File: config.mk
export PLATFORM = sky130hd
export DESIGN_NAME = rs_issue_select_flat
export DESIGN_NICKNAME = d
export VERILOG_FILES = /design/src/rtl/rs_issue_select_if.sv /design/src/rtl/rs_issue_select.sv /design/src/flat_wrapper.sv
export SDC_FILE = /design/constraint.sdc
export NUM_CORES = 1
export LEC_CHECK = 0
export CORE_UTILIZATION = 38
export CTS_BUF_LIST = sky130_fd_sc_hd__clkbuf_16
export CTS_CLUSTER_SIZE = 8
export DETAILED_ROUTE_END_ITERATION = 10
export PLACE_DENSITY = 0.84
export SYNTH_ARGS = -nofsm -noshare
export SYNTH_HDL_FRONTEND = slang
export SYNTH_SLANG_ARGS = --single-unit
File: constraint.sdc
create_clock -name clock -period 9.1 [get_ports clock]
set_clock_uncertainty 0.15 [all_clocks]
set_input_delay 1.82 -clock clock [delete_from_list [all_inputs] [get_ports clock]]
set_output_delay 1.82 -clock clock [all_outputs]
set_load 0.005 [all_outputs]
File: src/rtl/rs_issue_select_if.sv
// Issue-slot handshake between rs_issue_select and the functional unit.
// master: issue stage drives valid/instr/rd/idx, FU drives ready.
interface rs_issue_select_if #(
  parameter int TAG_WIDTH = 7,
  parameter int IDX_WIDTH = 2
);
  logic                 issue_valid;
  logic                 issue_ready;
  logic [31:0]          issue_instr;
  logic [TAG_WIDTH-1:0] issue_rd;
  logic [IDX_WIDTH-1:0] issue_idx;

  modport master (
    output issue_valid,
    output issue_instr,
    output issue_rd,
    output issue_idx,
    input  issue_ready
  );

  modport slave (
    input  issue_valid,
    input  issue_instr,
    input  issue_rd,
    input  issue_idx,
    output issue_ready
  );
endinterface

File: src/rtl/rs_issue_select.sv
// Issue select: oldest operand-ready station entry into a registered slot.
// Ports: clock/reset, station entry state, alloc, flush, issue if, clear.
module rs_issue_select #(
  parameter int NUM_ENTRIES = 4,
  parameter int IDX_WIDTH   = 2,
  parameter int TAG_WIDTH   = 7,
  parameter int AGE_WIDTH   = 3
) (
  input  logic                           clock,
  input  logic                           reset,
  input  logic [NUM_ENTRIES-1:0]         ent_valid,
  input  logic [NUM_ENTRIES-1:0]         ent_rs1_ready,
  input  logic [NUM_ENTRIES-1:0]         ent_rs2_ready,
  input  logic [NUM_ENTRIES*32-1:0]      ent_instr,
  input  logic [NUM_ENTRIES*TAG_WIDTH-1:0] ent_rd,
  input  logic                           alloc_en,
  input  logic [IDX_WIDTH-1:0]           alloc_idx,
  input  logic                           flush,
  rs_issue_select_if.master              iss,
  output logic                           clear,
  output logic [IDX_WIDTH-1:0]           clear_idx
);

  typedef enum logic {
    IDLE,
    HOLD
  } state_t;

  localparam logic [AGE_WIDTH-1:0] AGE_MAX = '1;

  state_t                 state_q, state_d;
  logic [AGE_WIDTH-1:0]   age_q [NUM_ENTRIES];
  logic [AGE_WIDTH-1:0]   age_d [NUM_ENTRIES];
  logic [31:0]            instr_q, instr_d;
  logic [TAG_WIDTH-1:0]   rd_q, rd_d;
  logic [IDX_WIDTH-1:0]   idx_q, idx_d;

  logic                   valid;
  logic [NUM_ENTRIES-1:0] cand;
  logic                   any;
  logic [IDX_WIDTH-1:0]   win_idx;
  logic [AGE_WIDTH-1:0]   win_age;
  logic [31:0]            win_instr;
  logic [TAG_WIDTH-1:0]   win_rd;
  logic                   kill;

  assign valid = (state_q == HOLD);

  assign iss.issue_valid = valid;
  assign iss.issue_instr = instr_q;
  assign iss.issue_rd    = rd_q;
  assign iss.issue_idx   = idx_q;
  assign clear_idx       = idx_q;

  always_comb begin
    for (int i = 0; i < NUM_ENTRIES; i++) begin
      age_d[i] = age_q[i];
      if (alloc_en && alloc_idx == IDX_WIDTH'(i)) begin
        age_d[i] = '0;
      end else if (ent_valid[i] && age_q[i] != AGE_MAX) begin
        age_d[i] = age_q[i] + 1'b1;
      end
    end
  end

  // The held entry stays valid in the station until cleared,
  // so it must be masked out to avoid issuing it twice.
  always_comb begin
    for (int i = 0; i < NUM_ENTRIES; i++) begin
      cand[i] = ent_valid[i] & ent_rs1_ready[i] & ent_rs2_ready[i]
              & ~(valid && idx_q == IDX_WIDTH'(i));
    end
  end

  // Strict '>' keeps the lower index on equal age.
  always_comb begin
    any       = 1'b0;
    win_idx   = '0;
    win_age   = '0;
    win_instr = '0;
    win_rd    = '0;
    for (int i = 0; i < NUM_ENTRIES; i++) begin
      if (cand[i] && (!any || age_q[i] > win_age)) begin
        any       = 1'b1;
        win_idx   = IDX_WIDTH'(i);
        win_age   = age_q[i];
        win_instr = ent_instr[32*i +: 32];
        win_rd    = ent_rd[TAG_WIDTH*i +: TAG_WIDTH];
      end
    end
  end

  assign kill = flush | ~ent_valid[idx_q];

  always_comb begin
    state_d = state_q;
    instr_d = instr_q;
    rd_d    = rd_q;
    idx_d   = idx_q;
    clear   = 1'b0;
    unique case (state_q)
      IDLE: begin
        if (any && !flush) begin
          state_d = HOLD;
          instr_d = win_instr;
          rd_d    = win_rd;
          idx_d   = win_idx;
        end
      end
      HOLD: begin
        if (kill) begin
          state_d = IDLE;
        end else if (iss.issue_ready) begin
          clear = 1'b1;
          if (any) begin
            instr_d = win_instr;
            rd_d    = win_rd;
            idx_d   = win_idx;
          end else begin
            state_d = IDLE;
          end
        end
      end
      default: state_d = IDLE;
    endcase
    if (reset) begin
      clear = 1'b0;
    end
  end

  always_ff @(posedge clock) begin
    if (reset) begin
      state_q <= IDLE;
      instr_q <= '0;
      rd_q    <= '0;
      idx_q   <= '0;
      for (int i = 0; i < NUM_ENTRIES; i++) begin
        age_q[i] <= '0;
      end
    end else begin
      state_q <= state_d;
      instr_q <= instr_d;
      rd_q    <= rd_d;
      idx_q   <= idx_d;
      for (int i = 0; i < NUM_ENTRIES; i++) begin
        age_q[i] <= age_d[i];
      end
    end
  end

endmodule

File: src/flat_wrapper.sv
// flat-port wrapper written by rule: the top's interface ports become plain ports
module rs_issue_select_flat 
#(
  parameter int NUM_ENTRIES = 4,
  parameter int IDX_WIDTH   = 2,
  parameter int TAG_WIDTH   = 7,
  parameter int AGE_WIDTH   = 3
)
  (clock, reset, ent_valid, ent_rs1_ready, ent_rs2_ready, ent_instr, ent_rd, alloc_en, alloc_idx, flush, clear, clear_idx, iss_issue_valid, iss_issue_instr, iss_issue_rd, iss_issue_idx, iss_issue_ready);
  rs_issue_select_if #(.TAG_WIDTH(TAG_WIDTH), .IDX_WIDTH(IDX_WIDTH)) iss_i ();
  input  logic clock;
  input  logic reset;
  input  logic [NUM_ENTRIES-1:0] ent_valid;
  input  logic [NUM_ENTRIES-1:0] ent_rs1_ready;
  input  logic [NUM_ENTRIES-1:0] ent_rs2_ready;
  input  logic [NUM_ENTRIES*32-1:0] ent_instr;
  input  logic [NUM_ENTRIES*TAG_WIDTH-1:0] ent_rd;
  input  logic alloc_en;
  input  logic [IDX_WIDTH-1:0] alloc_idx;
  input  logic flush;
  output logic clear;
  output logic [IDX_WIDTH-1:0] clear_idx;
  output wire logic [$bits(iss_i.issue_valid)-1:0] iss_issue_valid;
  output wire logic [$bits(iss_i.issue_instr)-1:0] iss_issue_instr;
  output wire logic [$bits(iss_i.issue_rd)-1:0] iss_issue_rd;
  output wire logic [$bits(iss_i.issue_idx)-1:0] iss_issue_idx;
  input wire logic [$bits(iss_i.issue_ready)-1:0] iss_issue_ready;
  assign iss_issue_valid = iss_i.issue_valid;
  assign iss_issue_instr = iss_i.issue_instr;
  assign iss_issue_rd = iss_i.issue_rd;
  assign iss_issue_idx = iss_i.issue_idx;
  assign iss_i.issue_ready = iss_issue_ready;
  rs_issue_select #(.NUM_ENTRIES(NUM_ENTRIES), .IDX_WIDTH(IDX_WIDTH), .TAG_WIDTH(TAG_WIDTH), .AGE_WIDTH(AGE_WIDTH)) u_core (.clock(clock), .reset(reset), .ent_valid(ent_valid), .ent_rs1_ready(ent_rs1_ready), .ent_rs2_ready(ent_rs2_ready), .ent_instr(ent_instr), .ent_rd(ent_rd), .alloc_en(alloc_en), .alloc_idx(alloc_idx), .flush(flush), .iss(iss_i), .clear(clear), .clear_idx(clear_idx));
endmodule
==> Word level (Yosys, flattened, before mapping) <==
Memory sizes are Yosys's and may differ from the RTL's.
Index checks and enable logic that the tools add are counted.
{ "word_totals": {"mem_count": 1, "reg_bits": 42, "output_inout_bits": 45, "ramBits": 12} }
{ "memory_table": {"columns": ["memory", "depth", "word_bits", "rd", "rd_ports_with_merged_regs", "wr", "line", "source"], "rows": [
  ["u_core.age_q", 4, 3, 4, 0, 4, "rs_issue_select.sv:32", "logic [AGE_WIDTH-1:0] age_q [NUM_ENTRIES];"]
]} }
{ "op_classes": {"reduce_logical": 26, "addsub": 4, "n_eq_ne": 14, "bitwise_logic": 23, "mux": 59, "order_cmp": 4} }
{ "ops": {"columns": ["operator", "n"], "rows": [
  ["$mux 32", 8],
  ["$pmux 32 s2", 1],
  ["$mux 7", 8],
  ["$mux 3", 15],
  ["$mux 1", 17],
  ["$logic_and 1x1->1", 16],
  ["$pmux 7 s2", 1],
  ["$add 3x1->3 const B", 4],
  ["$and 1x1->1", 12],
  ["$mux 2", 6],
  ["$ne 3x3->1 const B", 4],
  ["$gt 3x3->1", 3],
  ["$eq 2x2->1 const B", 4],
  ["$ne 2x2->1 const B", 3],
  ["$not 1->1", 6],
  ["$or 1x1->1", 5],
  ["$eq 2x1->1 const B", 2],
  ["$logic_not 1->1", 4],
  ["$logic_not 2->1", 2],
  ["$pmux 2 s2", 1],
  ["$reduce_and 4->1", 1],
  ["$logic_or 1x1->1", 3],
  ["$lt 2x3->1 const B", 1],
  ["$bmux 1 s2", 1],
  ["other kinds (2)", 2]
]} }

==> Longest topological paths before layout <==
{ "logic_depth": {"ltp_word": 21, "mapped_depth": 29, "ltp_nobuf": 23} }

==> Least setup slack after synthesis <==
No wires, ideal clock.
{ "synth_path": {"kind": "input -> register", "from": "input port ent_valid[0]", "to": "register u_core.instr_q[0] (netlist: u_core.iss.issue_instr[0])", "path_stages": 26, "setup_time_ns": 0.136, "arrival_time_ns": 7.154, "required_ns": 8.814, "path_slack_ns": 1.660, "path_cell_list": "and3_1 and2_1 clkbuf_1 clkbuf_1 nand2_1 ha_1 a211o_1 a21oi_1 nor2b_1 buf_2 mux2i_1 inv_1 ha_1 nor2b_1 o21ai_0 a32oi_1 o21ai_0 clkbuf_1 mux2_2 ha_1 a31oi_1 nor3b_1 a21oi_1 nand3_1 clkbuf_1 o32ai_1"} }
{ "synth_via": {"elab_chain_len": 20} }
{ "synth_rtl": {"columns": ["element", "line", "source"], "rows": [
  ["start: declaration", "flat_wrapper.sv:13", "input logic [NUM_ENTRIES-1:0] ent_valid;"],
  ["$and 1x1->1 (2 in series)", "rs_issue_select.sv:70", "cand[i] = ent_valid[i] & ent_rs1_ready[i] & ent_rs2_ready[i]"],
  ["$and 1x1->1", "rs_issue_select.sv:71", "& ~(valid && idx_q == IDX_WIDTH'(i));"],
  ["$mux 3 or $mux 1 (tied branches)", "rs_issue_select.sv:83", "if (cand[i] && (!any || age_q[i] > win_age)) begin"],
  ["$gt 3x3->1 or $logic_not 1->1 (tied branches)", "rs_issue_select.sv:83", null],
  ["$logic_or 1x1->1", "rs_issue_select.sv:83", null],
  ["$logic_and 1x1->1", "rs_issue_select.sv:83", null],
  ["$mux 3 or $mux 1 (tied branches)", "rs_issue_select.sv:83", null],
  ["$gt 3x3->1 or $logic_not 1->1 (tied branches)", "rs_issue_select.sv:83", null],
  ["(+3 left out)", null, null],
  ["$gt 3x3->1 or $logic_not 1->1 (tied branches)", "rs_issue_select.sv:83", null],
  ["$logic_or 1x1->1", "rs_issue_select.sv:83", null],
  ["$logic_and 1x1->1", "rs_issue_select.sv:83", null],
  ["$mux 32", "rs_issue_select.sv:83", null],
  ["$mux 32", "rs_issue_select.sv:115", "if (any) begin"],
  ["$mux 32", "rs_issue_select.sv:113", "end else if (iss.issue_ready) begin"],
  ["$mux 32", "rs_issue_select.sv:111", "if (kill) begin"],
  ["$pmux 32 s2", "rs_issue_select.sv:101", "unique case (state_q)"],
  ["end signal: assignment", "rs_issue_select.sv:142", "instr_q <= instr_d;"],
  ["end: declaration", "rs_issue_select.sv:34", "logic [31:0] instr_q, instr_d;"]
]} }
Several ways; a longest one is shown, not always the timed one. The select of a mux whose other input is x is not followed.
A chain may end at the register's enable or synchronous reset.

==> Worst setup path after layout <==
{ "layout_path": {"from": "input port ent_valid[0]", "to": "register u_core.instr_q[2] (netlist: u_core.iss.issue_instr[2])"} }
Same word-level chain as after synthesis.

==> impl_metrics.sql <==
INSERT INTO impl_metrics (metric_group, metric, value, unit) VALUES
('outcome', 'status', 'completed', ''),
('sta', 'achievable-frequency', '123', 'MHz'),
('setup_path', 'criticalPathCategory', 'input port to flop', ''),
('die', 'floorplan.rows', '35', ''),
('route', 'route.final.wire_length', '13800', 'µm'),
('synthesis', 'synth_net_count', '644', ''),
('sta', 'hold_viol_final', '0', ''),
('cts', 'post_cts_resized', '0', ''),
('cts', 'clkLatencyLatePin', '0.29', 'ns'),
('route', 'maxUsedRoutingLayer', 'met4', ''),
('die', 'core_area', '9200', 'µm²'),
('sta', 'worst_max_slew_pin_slew', '0.968', 'ns'),
('setup_path', 'cp.required', '9.14', 'ns'),
('synthesis', 'syn-mean-instance-area', '7.91', 'µm²'),
('sta', 'post-route-min-period', '8.13', 'ns'),
('sta', 'finalSetupViolations', '0', ''),
('synthesis', 'post_synth_instance_area', '3580', 'µm²'),
('setup_path', 'critPathLaunchType', 'input port', ''),
('power', 'combinational_power_share', '29.9', '%'),
('power', 'p_seq_share', '36.3', '%'),
('route', 'vias_per_cell', '5.79', ''),
('power', 'netSwitchingFraction', '26.5', '%'),
('cells_and_area', 'final_cell_area', '5980', 'µm²'),
('cts', 'path_clk_slew', '0.08', 'ns'),
('job', 'timing.max_cap.violations', '0', ''),
('cells_and_area', 'fillers', '809', ''),
('synthesis', 'synth_warnings', '0', ''),
('placed_design', 'hpwlAfterDp', '10300', 'µm'),
('grt', 'grt_pass1_wl', '21100', 'µm'),
('synthesis', 'synth-seq-cells', '54', ''),
('cells_and_area', 'multi_input_area', '2280', 'µm²'),
('grt', 'grt.total_usage', '26.9', '%'),
('route', 'drt-met1-wl', '5140', 'µm'),
('cells_and_area', 'antenna_cells_inserted', '0', ''),
('cells_and_area', 'final-instance-count-excl-fill', '758', ''),
('route', 'num_vias', '4391', ''),
('route', 'post-route-drc-count', '0', ''),
('cts', 'tritoncts', 'yes', ''),
('route', 'met2_length', '7080', 'µm'),
('synthesis', 'synth_ff_type', 'dfxtp_1', ''),
('synthesis', 'seq_area_frac_synth', '30.2', '%'),
('cts', 'cts-buffers-inserted', '5', ''),
('cts', 'cts_post_setup_buffers_inserted', '0', ''),
('placed_design', 'io_buffer_count', '219', ''),
('power', 'switchingPower', '0.195', 'mW'),
('die', 'die-area', '9800', 'µm²'),
('cts', 'holdBufCountCts', '0', ''),
('route', 'drt.antenna.violating_nets', '0', ''),
('cts', 'htreeDepth', '2', ''),
('placed_design', 'placed_cell_area', '5790', 'µm²'),
('cells_and_area', 'postLayoutCoreUtil', '65.1', '%'),
('power', 'ir_drop', '0.111', 'mV'),
('setup_path', 'worst-path-max-fanout', '25', ''),
('sta', 'fin_crit_sh', '89.4', '%'),
('cells_and_area', 'final_layout_size_suffix_gt1_share', '4.79', '%'),
('grt', 'grt_max_degree', '47', ''),
('sta', 'slew_headroom', '35.5', '%'),
('route', 'first_iteration_detailed_routing_drc_count', '236', ''),
('synthesis', 'netlist_instances', '452', ''),
('sta', 'number_of_max_slew_violations_in_the_final_report', '0', ''),
('grt', 'number_of_global_route_vias_before_repair', '4337', ''),
('placed_design', 'post_place_worst_slack', '0.694', 'ns'),
('die', 'die_h', '99.0', 'µm'),
('sta', 'setup_slack', '0.967', 'ns'),
('route', 'met3RoutedLength', '1280', 'µm'),
('sta', 'grt_setup_unrepaired', 'no', ''),
('power', 'power.share.clock', '33.8', '%'),
('cts', 'root_buffer', 'clkbuf_16', ''),
('grt', 'antenna_found_initial', '0', ''),
('die', 'die_width', '99.0', 'µm'),
('sta', 'totalNegativeSetupSlack', '0', 'ns');
[cell usage after synthesis (all sizes together), types with 5 or more instances]
cell type	count	area share (%)
nor2b	6	1.0
nor2	59	6.3
o22ai	24	4.2
buf	17	2.7
a221oi	40	10
nand2	78	8.3
a22oi	17	4.0
dfxtp	54	30
and3	5	0.87
a211oi	28	6.2
clkbuf	23	2.4
mux2i	12	3.4
inv	12	1.3
ha	17	5.9
o32ai	16	3.9
[critical path: stages]
cell and delay (ns):
clkdlybuf4s50_1 0.54, and3_1 0.29, and2_1 0.16, buf_4 0.27, nand2_1 0.13, ha_1 0.33
a31oi_1 0.27, a21oi_2 0.10, nor2b_1 0.11, buf_4 0.27, mux2i_1 0.26, inv_1 0.06
ha_1 0.31, nor2b_1 0.14, o21ai_0 0.14, a32oi_1 0.14, o21ai_1 0.17, buf_4 0.28
mux2_2 0.37, ha_1 0.29, a31oi_1 0.20, nand2b_1 0.17, o21ai_2 0.78, a221oi_1 0.23
a211oi_1 0.33
[logic make-up after synthesis]
group / Yosys count / share of synthesized area, %
xor+xnor: 4 / 0.980
mux: 15 / 4.30
buf+inv: 52 / 6.33
simple gates: 160 / 18.7
compound gates: 150 / 33.5
flops: 54 / 30.2
fa+ha+maj: 17 / 5.95
[registers in the layout, summed over array words and instances, names as in the netlist]
register,cells
u_core.age_q,12
u_core.iss.issue_instr,32
u_core.clear_idx,2
u_core.iss.issue_valid,1
u_core.iss.issue_rd,7
[final timing paths]
path                              from                   endpoint  slack, ns  cells after the start
max                       ent_valid[0]  u_core.iss.issue_instr[2]       0.97                     25
max reg2reg        u_core.clear_idx[0]  u_core.iss.issue_instr[2]       2.45                     24
min reg2reg  u_core.iss.issue_instr[7]  u_core.iss.issue_instr[7]       0.35                      2
min          u_core.iss.issue_instr[7]  u_core.iss.issue_instr[7]       0.35                      2
[layout by cell type, fill, tap and decap left out, types with 3 or more instances in the layout]
cell             count
and3_1               5
xnor2_1              4
buf_4                8
a22oi_1             16
o21bai_1             4
o32ai_1             16
dfxtp_1             54
nand2b_1             4
a21oi_1              3
a221oi_1            39
nor2_1              58
o22ai_1             24
mux2i_1             12
nor2b_1              6
inv_1               12
clkdlybuf4s50_1    218
ha_1                17
clkbuf_16            5
nand2_1             77
a211oi_1            27
[routing by layer]
metal  track usage (%)  vias up
met1              30.6     2040
met3              4.82       24
met4              8.84        0
met2              50.3      241
met5                 0        -
li1                  -     2086
[power groups by stage]
stage,clock network [mW],logic (mW),registers [mW]
2_1_floorplan,0,0.0929,0.268
3_3_place_gp,0,0.214,0.271
3_5_place_dp,0,0.219,0.272
4_1_cts,0.253,0.220,0.266
5_1_grt,0.261,0.237,0.268
6_report,0.248,0.220,0.266
[final cells by class]
| type | count | share of cell area, % |
|---|---|---|
| Clock buffer | 5 | 2.09 |
| Clock inverter | 3 | 1.15 |
| Inverter | 12 | 0.753 |
| Multi-Input combinational cell | 346 | 38.1 |
| Sequential cell | 54 | 18.1 |
| Tap cell | 111 | 2.32 |
| Timing Repair Buffer | 227 | 37.5 |
Note: power is estimated with default switching activity, not from simulation.
